**src/rtl/gf_reduce_seq.sv**
```systemverilog
// Sequential reducer: folds a 2N-bit product to N bits, either modulo a GF(2^N)
// polynomial (one bit per cycle, MSB first) or by plain truncation.
module gf_reduce_seq #(
    parameter int DATA_WIDTH = 32
) (
    input  logic                      clk,
    input  logic                      rst_n,
    input  logic                      in_valid,
    output logic                      in_ready,
    input  logic                      gf_option,
    input  logic [2*DATA_WIDTH-1:0]   product,
    input  logic [DATA_WIDTH-1:0]     poly,
    output logic                      out_valid,
    input  logic                      out_ready,
    output logic [DATA_WIDTH-1:0]     result,
    output logic                      busy,
    output logic [1:0]                fsm_state
);

    // Handshake: a product transfers on a rising edge where in_valid && in_ready;
    // a result transfers on a rising edge where out_valid && out_ready.
    // in_ready/out_valid/busy are decoded from state only.

    localparam int N  = DATA_WIDTH;
    localparam int KW = (N > 1) ? $clog2(N) : 1;
    localparam int IW = $clog2(2 * N);

    typedef enum logic [1:0] {
        IDLE   = 2'd0,
        REDUCE = 2'd1,
        DONE   = 2'd2
    } state_t;

    state_t          state, state_next;
    logic [2*N-1:0]  rem, rem_next, rem_step, poly_shifted;
    logic [N-1:0]    poly_r, poly_r_next;
    logic [N-1:0]    result_r, result_next;
    logic            opt_r, opt_r_next;
    logic [KW-1:0]   k, k_next;
    logic [IW-1:0]   lead_idx;
    logic            lead;

    // The divisor is x^N + poly, aligned so its x^N term sits on rem[N+k].
    assign poly_shifted = {{(N-1){1'b0}}, 1'b1, poly_r} << k;
    assign lead_idx     = IW'(N) + IW'(k);
    assign lead         = rem[lead_idx];
    assign rem_step     = (opt_r && lead) ? (rem ^ poly_shifted) : rem;

    always_ff @(posedge clk) begin
        if (!rst_n) begin
            state    <= IDLE;
            rem      <= '0;
            poly_r   <= '0;
            opt_r    <= 1'b0;
            k        <= '0;
            result_r <= '0;
        end else begin
            state    <= state_next;
            rem      <= rem_next;
            poly_r   <= poly_r_next;
            opt_r    <= opt_r_next;
            k        <= k_next;
            result_r <= result_next;
        end
    end

    always_comb begin
        state_next  = state;
        rem_next    = rem;
        poly_r_next = poly_r;
        opt_r_next  = opt_r;
        k_next      = k;
        result_next = result_r;
        case (state)
            IDLE: begin
                if (in_valid) begin
                    rem_next    = product;
                    poly_r_next = poly;
                    opt_r_next  = gf_option;
                    if (gf_option) begin
                        state_next = REDUCE;
                        k_next     = KW'(N - 1);
                    end else begin
                        state_next  = DONE;
                        result_next = product[N-1:0];
                    end
                end
            end
            REDUCE: begin
                rem_next = rem_step;
                if (k == '0) begin
                    state_next  = DONE;
                    result_next = rem_step[N-1:0];
                end else begin
                    k_next = k - KW'(1);
                end
            end
            DONE: begin
                // Returning to IDLE here means the next product waits one edge.
                if (out_ready) begin
                    state_next = IDLE;
                end
            end
            default: begin
                state_next = IDLE;
            end
        endcase
    end

    assign in_ready  = (state == IDLE);
    assign out_valid = (state == DONE);
    assign busy      = (state != IDLE);
    assign result    = result_r;
    assign fsm_state = state;

endmodule

```
**config.mk**
```make
export PLATFORM = sky130hd
export DESIGN_NAME = gf_reduce_seq
export DESIGN_NICKNAME = d
export VERILOG_FILES = /design/src/rtl/gf_reduce_seq.sv
export SDC_FILE = /design/constraint.sdc
export NUM_CORES = 1
export LEC_CHECK = 0
export BUFFER_PORTS_ARGS = -buffer_cell sky130_fd_sc_hd__buf_2
export CAP_MARGIN = 5
export CORE_MARGIN = 4
export CORE_UTILIZATION = 43
export DETAILED_ROUTE_END_ITERATION = 8
export GPL_ROUTABILITY_DRIVEN = 0
export HOLD_SLACK_MARGIN = 0.15
export MAX_ROUTING_LAYER = met4
export PLACE_DENSITY = 0.68
export SLEW_MARGIN = 5
export SYNTH_ARGS = -nofsm -noshare
export SYNTH_HDL_FRONTEND = slang
export SYNTH_SLANG_ARGS = --single-unit
export TNS_END_PERCENT = 20
```
**constraint.sdc**
```tcl
create_clock -name clk -period 2.87 [get_ports clk]
set_input_delay 0.1435 -clock clk [delete_from_list [all_inputs] [get_ports clk]]
set_output_delay 0.1435 -clock clk [all_outputs]
set_load 0.03 [all_outputs]
```
# [After elaboration in Yosys (flattened, before gate mapping)]
# Cells that the tools add are included.
[totals] ff_bits=136 latchBits=0 mem_bits_rw=0 rom_bits=0 inputBits=101 output_inout_bits=37 wordCells=50 mem_count=0
[op_classes] n_addsub=2 n_mul=0 div=0 n_lt_le_gt_ge=1 eq_ne=9 shift=1 muxes=18 n_bitwise=1 n_reduce_logical=11
[ops] op="two-way mux 64 bit" count=2
[ops] op="one-hot mux 64 bit (2 select lines)" count=1
[ops] op="two-way mux 32 bit" count=3
[ops] op="one-hot mux 32 bit (2 select lines)" count=1
[ops] op="left shift 33 x 5 -> 64 bit" count=1
[ops] op="bitwise XOR 64 bit" count=1
[ops] op="two-way mux 5 bit" count=3
[ops] op="!= test 2 bit, second input constant" count=5
[ops] op="one-hot mux 5 bit (2 select lines)" count=1
[ops] op="two-way mux 2 bit" count=4
[ops] op="AND reduction 4 bit" count=2
[ops] op="less-than comparator 6 x 7 -> 1 bit, second input constant" count=1
[ops] op="adder 6 x 5 -> 6 bit, first input constant" count=1
[ops] op="binary-select mux 1 bit (select 6 bit)" count=1
[ops] op="one-hot mux 2 bit (3 select lines)" count=1
[ops] op="AND reduction 3 bit" count=2
[ops] op="zero test 5 bit" count=1
[ops] op="subtractor 5 x 1 -> 5 bit, second input constant" count=1
[ops] op="!= test 2 x 1 -> 1 bit, second input constant" count=2
[ops] op="AND reduction 2 bit" count=2
[ops] op="nonzero test 2 bit" count=2
[ops] op="== test 2 x 1 -> 1 bit, second input constant" count=1
[ops] op="== test 2 bit, second input constant" count=1
[ops] op="zero test 2 bit" count=1
[ops] op="2 further kinds" count=2

# [Logic depth before layout (Yosys ltp)]
# Gate-level depths: netlist (run 1).
[logic_depth] depth_word=7 mapped_depth=11 mapped_depth_nobuf=8

# [Worst setup path before layout (run 1)]
# OpenSTA, ideal clock, no wires.
[synth_path] kind="reg-to-reg" from="register k[0]" to="register rem[60]" setup_ns=0.115 arrival_ns=2.481 t_required_ns=2.755 setup_slack_ns=0.274 stages_incl_launch_ff=11 n_path_buf=3 synth_period_minus_slack_ns=2.596 path_cell_list="dfxtp_1 -> buf_4 -> mux4_2 -> nor2_1 -> or4_1 -> buf_2 -> a311oi_4 -> buf_6 -> nand3_2 -> o211a_1 -> o21a_1"
[synth_between] elab_chain_cells=6 word_cells_on_any_way=10 cone_classes="add/sub (1); eq/ne (1); shift (1); mux (4); bitwise (1); reduce/logical (2)"
[synth_lines] item="from (decl)" line_no="39" text="logic [KW-1:0] k, k_next;"
[synth_lines] item="from (signal assigned)" line_no="62" text="k <= k_next;"
[synth_lines] item="adder 6 x 5 -> 6 bit" line_no="45" text="assign lead_idx = IW'(N) + IW'(k);"
[synth_lines] item="binary-select mux 1 bit (select 6 bit)" line_no="46" text="assign lead = rem[lead_idx];"
[synth_lines] item="two-way mux 1 bit (not written as such)" line_no="46"
[synth_lines] item="logical AND 1 bit" line_no="47" text="assign rem_step = (opt_r && lead) ? (rem ^ poly_shifted) : rem;"
[synth_lines] item="!= test 2 bit (no line)"
[synth_lines] item="AND reduction 3 bit (no line)"
[synth_lines] item="to (signal assigned)" line_no="59" text="rem <= rem_next;"
[synth_lines] item="to (decl)" line_no="35" text="logic [2*N-1:0] rem, rem_next, rem_step, poly_shifted;"
# Parallel ways exist; a longest one is shown, timed or not. The select of a mux whose other input is x is not followed.
# A chain may end at the register's enable or synchronous reset.

# [Final worst setup path (run 1)]
[layout_path] from="register k[2]" to="register rem[13]"
[layout_between] elab_chain_cells=6 word_cells_on_any_way=8 cone_classes="add/sub (1); shift (1); mux (4); bitwise (1); reduce/logical (1)"
[layout_lines] item="adder 6 x 5 -> 6 bit" line_no="45"
[layout_lines] item="binary-select mux 1 bit (select 6 bit)" line_no="46"
[layout_lines] item="two-way mux 1 bit (not written as such)" line_no="46"
[layout_lines] item="logical AND 1 bit" line_no="47"
[layout_lines] item="two-way mux 64 bit *" line_no="47"
[layout_lines] item="one-hot mux 64 bit (2 select lines) *" line_no="74" text="case (state)"
# Every way passes the cells marked *; elsewhere a longest branch is shown, timed or not. The select of a mux whose other input is x is not followed.

==> impl_results.md, run 1 <==
- Outcome: finished clean
- Skew final: 0.00908 ns
- Number of global-route vias before repair: 8829
- Maximum vdd ir drop: 411 uV
- Design Power: about 7500 uW
- Cell taking the most area after synthesis: dfxtp_1
- DRC: 0
- Largest net degree at the start of global routing: 60
- Yosys cell types: 73
- Post-synth top cells: nand2_1 (176), dfxtp_1 (136), a21oi_1 (95)
- Post-synth EDFFs: 0
- Yosys warns: 0
- Final Hold Violating Endpoints: 0
- Max-cap violations: 0
- Area share of the largest cell type after synthesis: 29.8%
- Final ANT Viol Nets: 0
- DR WL/cell: 18.9 um
- Detailed Place HPWL: 21100 um
- Minimum clock period: 2.75 ns
- Cells after synthesis: 1081
- GR Util All Layers: between 20 and 30%
- P&R area growth vs syn: 31.2%
- Core area: roughly 21000 um2
- Slew HR: 51.0%
- Postcts setup bufs: 0
- Final Util: a little under three fifths
- Ys async rst share: 0%
- Port Buffers: around 140
- Cells after DPL: 1463
- Die ar.: 23600 um2
- Sw Share: 35.7%
- Initial core utilization: 43.6%
- Crit path launch type: register
- Seq cells post-synth: 136
- Net Sw Power: 2690 uW
- CP max FO: 15
- Type of the worst setup path: register to register
- CP Capture Type: register
- Syn_area_per_cell: 8.45 um2
- Total number of H-tree levels: 4
- Internal: between 4000 and 5000 uW
- Worst hold path depth: 4
- Mapped Area: 9140 um2
- Gate power share: between 30% and 40%
- Slack of the worst reg-to-reg path: 0.12 ns
- Final wirelength: 30000 um
- CP arrival: 3.10 ns
- Tightest Pin Transition: 0.734 ns
- Drt first pass iters: 5
- Via Count: 9389
- CP required: ~3.2 ns
- Initial antenna violation count: 0
- Final worst path period share: 95.8%
- I/O pin cnt: 138
- Sequential share of power: 31.3%
- CTS tree: done
- CTS sink cnt: 136
- Leak pwr: 0.00469 uW
- Initial DRC Count: 959
- Clock tree buffer depth: 2
- Clock power share: 33.3%
- Worst skew pair latency: between 0.4 and 0.5 ns
- Share of layout cells above drive strength 1: around a quarter
- Most used DFF post-synth: dfxtp_1
- DIE HEIGHT: roughly 150 um
- RSZ-0062 raised after global routing: no
- Final #Nets: 1401
- Syn Nets: 1185
- Via/cell ratio: 5.92
- Gr ovfl total: 0
- Power per cell area: 629 nW/um2
- Worst-path clk slew: around 0.070 ns
- Highest clock rate: between 300 and 400 MHz
- Share of the yosys chip area belonging to registers: 29.8%
- Antenna Cells: 0
- Register-to-Register Path Depth: 9
- Clock root buffer: clkbuf_16
- Setup TNS: 0 ns
- Pins Over Slew Limit: 0
- Endpoints failing setup: 0
- Non-Filler Instances: 1585
- Synth top area cells: dfxtp_1 (30%), mux4_2 (10%), nand2_1 (7.2%)
- Global-route wire length before repair: 47400 um
- Total CTS buffers: 17
- Most numerous cell in the Yosys netlist: nand2_1
- FP Rows: 53
- Hold WC Path Type: primary input to register
- Die Span X: 154 um
[placed cells by master (no fill, tap or decap), types with 7 or more instances in the layout]
cell,instances
nand2_1,175
buf_2,137
dfxtp_1,133
a21oi_1,95
dlygate4sd3_1,89
buf_4,61
mux2i_1,51
nand3_1,51
nor2_1,45
mux2_2,42
mux4_2,41
o21ai_0,24
a31oi_1,23
xor2_1,21
and3_1,20
o22ai_1,18
clkbuf_16,18
a22oi_1,16
o211ai_1,16
nor3_1,15
a211oi_1,12
nand2b_1,12
a311oi_1,12
inv_1,11
or3_1,9
xnor2_1,9
o31ai_1,8
a211o_1,8
buf_12,8
nor2b_1,7
[power groups by stage]
stage	logic (uW)	registers [uW]	clock network, uW
3_5_place_dp	2510	2380	0
6_report	2670	2360	2510
2_1_floorplan	1640	2410	0
4_1_cts	2620	2350	2520
3_3_place_gp	2470	2380	0
5_1_grt	2880	2390	2610
[per-layer routing]
metal	vias up	part of all wire [%]	global-route usage [%]
li1	4456	-	-
met1	4437	43	33.9
met2	434	46	38.7
met3	62	7.4	4.33
met4	0	3.0	8.79
met5	-	0	-
[timing repair]
action,in CTS,in global routing
hold endpoints to repair,106,0
hold buffers,89,0
gates cloned,0,1
endpoints found under the setup margin,2,32
resized for setup,1,6
[area by class of cell]
class	instances	area, um2
repair buffers	296	2220
clock inverters	15	241
clock buffers	17	425
well taps	275	344
inverters	15	56.3
fillers	1874	8970
multi-input cells	831	5970
flip-flops and latches	136	2730
[cell families after synthesis]
logic type               synth area share, %
XOR/XNOR                                2.88
AO/OA/AOI/OAI                           21.5
multiplexers                            22.1
flip-flops                              29.8
adder cells (fa/ha/maj)                0.411
buffers and inverters                   5.23
AND/OR/NAND/NOR                         18.1
[worst paths after layout]
path                                   from         end
worst min-delay path            product[19]  result[19]
worst min register to register    result[4]   result[4]
worst max-delay path                   k[2]     rem[13]
worst max register to register         k[2]     rem[13]
[state kept, by name (all words and copies together), names as in the netlist]
| register | count |
|---|---|
| poly_r | 32 |
| result | 32 |
| opt_r | 1 |
| rem | 64 |
| k | 5 |
| fsm_state | 2 |
[worst max-delay path, stage by stage (launching register included)]
cell and delay, ns:
dfxtp_2 0.44, buf_4 0.24, nor2_1 0.08, or4_1 0.59, buf_4 0.23, a2111oi_0 0.48
buf_4 0.21, xor2_1 0.18, nand2_1 0.08, a31oi_1 0.13
[through the flow]
stage / instance area [um2] / setup WS (ns) / hold slack (ns)
floorplan: 9140 / 0.274 / 0.279
detailed placement: 10400 / 0.0320 / 0.389
global route: 12000 / 0.000977 / 0.172
global placement: 10400 / 0.0501 / 0.387
finish: 12000 / 0.121 / 0.156
CTS: 11900 / 0.0117 / 0.150
(Power assumes the default switching activity.)
==> run 2: changes to the inputs <==
--- a/config.mk
+++ b/config.mk
@@ -8,12 +8,14 @@
 export BUFFER_PORTS_ARGS = -buffer_cell sky130_fd_sc_hd__buf_2
 export CAP_MARGIN = 5
 export CORE_MARGIN = 4
-export CORE_UTILIZATION = 43
+export CORE_UTILIZATION = 58
+export CTS_CLUSTER_SIZE = 24
 export DETAILED_ROUTE_END_ITERATION = 8
 export GPL_ROUTABILITY_DRIVEN = 0
 export HOLD_SLACK_MARGIN = 0.15
 export MAX_ROUTING_LAYER = met4
-export PLACE_DENSITY = 0.68
+export PLACE_DENSITY = 0.86
+export RECOVER_POWER = 100
 export SLEW_MARGIN = 5
 export SYNTH_ARGS = -nofsm -noshare
 export SYNTH_HDL_FRONTEND = slang
==> run 2 against run 1 <==
  * Non-clock buffer count down 10
  * Critical path type unchanged
  * Critical endpoint is now rem[4]
  * Final cell count shrank 4.6%
  * Worst hold slack improved by 0.0081 ns
  * Global-route usage is 8.8 points higher
  * Setup slack got worse by 0.026 ns
  * Combinational power decreased by 4%
  * Clock skew is 0.00058 ns lower
  * Flip-flop and latch count stayed put
  * Clock power fell by 10%
==> impl_results.md, run 2 (synthesized netlist as in run 1, its figures left out) <==
- Outcome: finished clean
- Postcts setup bufs: 0 (unchanged)
- I/O pin cnt: 138 (unchanged)
- Power per cell area: 618 nW/um2 (-1.8%)
- Die Span X: 134 um (-13%)
- Initial antenna violation count: 1 (+1)
- Biggest register: rem
- RSZ-0062 raised after global routing: no
- Hold WC Path Type: primary input to register
- Port Buffers: 137 (unchanged)
- Max reg flops: 64 (unchanged)
- Tightest Pin Transition: 0.636 ns (-0.0977 ns)
- Minimum clock period: 2.77 ns (+0.0256 ns)
- Clock tree buffer depth: 2 (unchanged)
- Final ANT Viol Nets: 0 (unchanged)
- CP top delay family: simple AND/OR/NAND/NOR gates
- CP bufs+invs: 3 (unchanged)
- Setup TNS: 0 ns (unchanged)
- Highest clock rate: 360 MHz (-0.92%)
- CP required: 3.22 ns (about the same)
- Global-route wire length before repair: 47800 um (+0.80%)
- Core area: 15300 um2 (-27%)
- P&R area growth vs syn: 27.8%
- Max-cap violations: 0 (unchanged)
- DRC: 0 (unchanged)
- Most common cell after layout, fill and taps aside: nand2_1
- FP Rows: 45 (-15%)
- Total CTS buffers: 17 (unchanged)
- Leak pwr: 0.00444 uW (-5.3%)
- Type of the worst setup path: register to register
- CTS sink cnt: 136 (unchanged)
- Final #Nets: 1391 (-0.71%)
- Worst skew pair latency: 0.43 ns (about the same)
- CTS tree: done
- Detailed Place HPWL: 20200 um (-4.2%)
- CP Capture Type: register
- WHS: 0.164 ns (+0.00807 ns)
- Fillers: 1071 (-43%)
- GR Util All Layers: 34.0% (+8.8 points)
- Slack of the worst reg-to-reg path: 0.1 ns (-0.03 ns)
- Total number of H-tree levels: 4 (unchanged)
- Largest net degree at the start of global routing: 59 (-1.7%)
- Final wirelength: 30100 um (+0.32%)
- Endpoints failing setup: 0 (unchanged)
- CP Cell Sequence: buf_12, inv_2, and3_1, or4_1, buf_4, nor3_1, xnor2_1, a211o_1, a21oi_1
- Clock root buffer: clkbuf_16
- Pins Over Slew Limit: 0 (unchanged)
- Initial core utilization: 59.6% (+16 points)
- Largest stage delay, worst path: 0.50 ns (-0.09 ns)
- Gr ovfl total: 0 (unchanged)
- Skew final: 0.00850 ns (-0.000583 ns)
- Die ar.: 17800 um2 (-25%)
- Drt first pass iters: 8 (+3)
- Number of global-route vias before repair: 9260 (+4.9%)
- Initial DRC Count: 1199 (+25%)
- DIE HEIGHT: 134 um (-13%)
- Via/cell ratio: 6.51 (+9.9%)
- Final worst path period share: 96.7% (+0.89 points)
- Worst-path clk slew: 0.06 ns (about the same)
- Via Count: 9843 (+4.8%)
- Final Hold Violating Endpoints: 0 (unchanged)
- CP arrival: 3.13 ns (+0.03 ns)
- Slew HR: 57.2% (+6.2 points)
- Share of layout cells above drive strength 1: 22.3% (-4.3 points)
- Most frequent cells in the layout: nand2_1 (175), dfxtp_1 (133), buf_2 (100)
- CP max FO: 24 (+9)
- Maximum vdd ir drop: 485 uV (+18%)
- DR WL/cell: 19.9 um (+5.2%)
- CP max-delay cell: or4_1
- Crit path launch type: register
[run 2: power breakdown]
part / leakage, uW / internal (uW) / total, uW / switching [uW]
clock: 0.000297 / 1390 / 2260 / 871
sequential: 0.00112 / 2110 / 2380 / 265
combinational: 0.00303 / 1090 / 2570 / 1480
[run 2: area by class of cell]
| cell class | count | area (um2) | share of cell area, % |
|---|---|---|---|
| Antenna cell | 1 | 2.50 | 0.0214 |
| Clock inverter | 14 | 173 | 1.48 |
| Tap cell | 211 | 264 | 2.26 |
| Inverter | 15 | 56.3 | 0.482 |
| Timing Repair Buffer | 286 | 2060 | 17.6 |
| Sequential cell | 136 | 2730 | 23.4 |
| Clock buffer | 18 | 439 | 3.76 |
| Multi-Input combinational cell | 831 | 5950 | 51.0 |
[run 2: through the flow]
step / area, um2 / setup slack [ns] / total power (uW) / util, % / std cells
final: 11700 / 0.0958 / 7210 / 76.2 / 1512
after CTS: 11700 / 0.0312 / 7170 / 76.5 / 1511
after floorplan: 9140 / 0.274 / 4050 / - / 1081
after global routing: 11700 / 0.0225 / 7510 / 76.2 / 1512
after global placement: 10200 / 0.120 / 4730 / 66.5 / 1386
after detailed placement: 10200 / 0.0954 / 4800 / 66.5 / 1386
[run 2: what timing repair did]
item	4_1_cts	5_1_grt
resized for setup	0	8
hold buffers	93	0
hold endpoints to repair	118	0
setup endpoints to repair	0	24
[run 2: tightest hold or removal path, delay by kind of cell]
family / cells / cell delay (ns)
AOI/OAI and AO/OA: 1 / 0.14
buffers and inverters: 1 / 0.10
and+or+nand+nor: 2 / 0.18
[run 2: worst paths after layout]
path	from	endpoint	cells after the start
setup / recovery	k[0]	rem[4]	9
hold / removal	product[16]	result[16]	4
setup reg to reg	k[0]	rem[4]	9
hold reg to reg	result[4]	result[4]	2
[run 2: layer usage]
layer	vias to the layer above	global-route usage, %	share of wire [%]
met2	618	56.0	49
li1	4449	-	-
met3	125	7.89	8.7
met1	4651	40.1	39
met4	0	14.2	4.0
met5	-	-	0
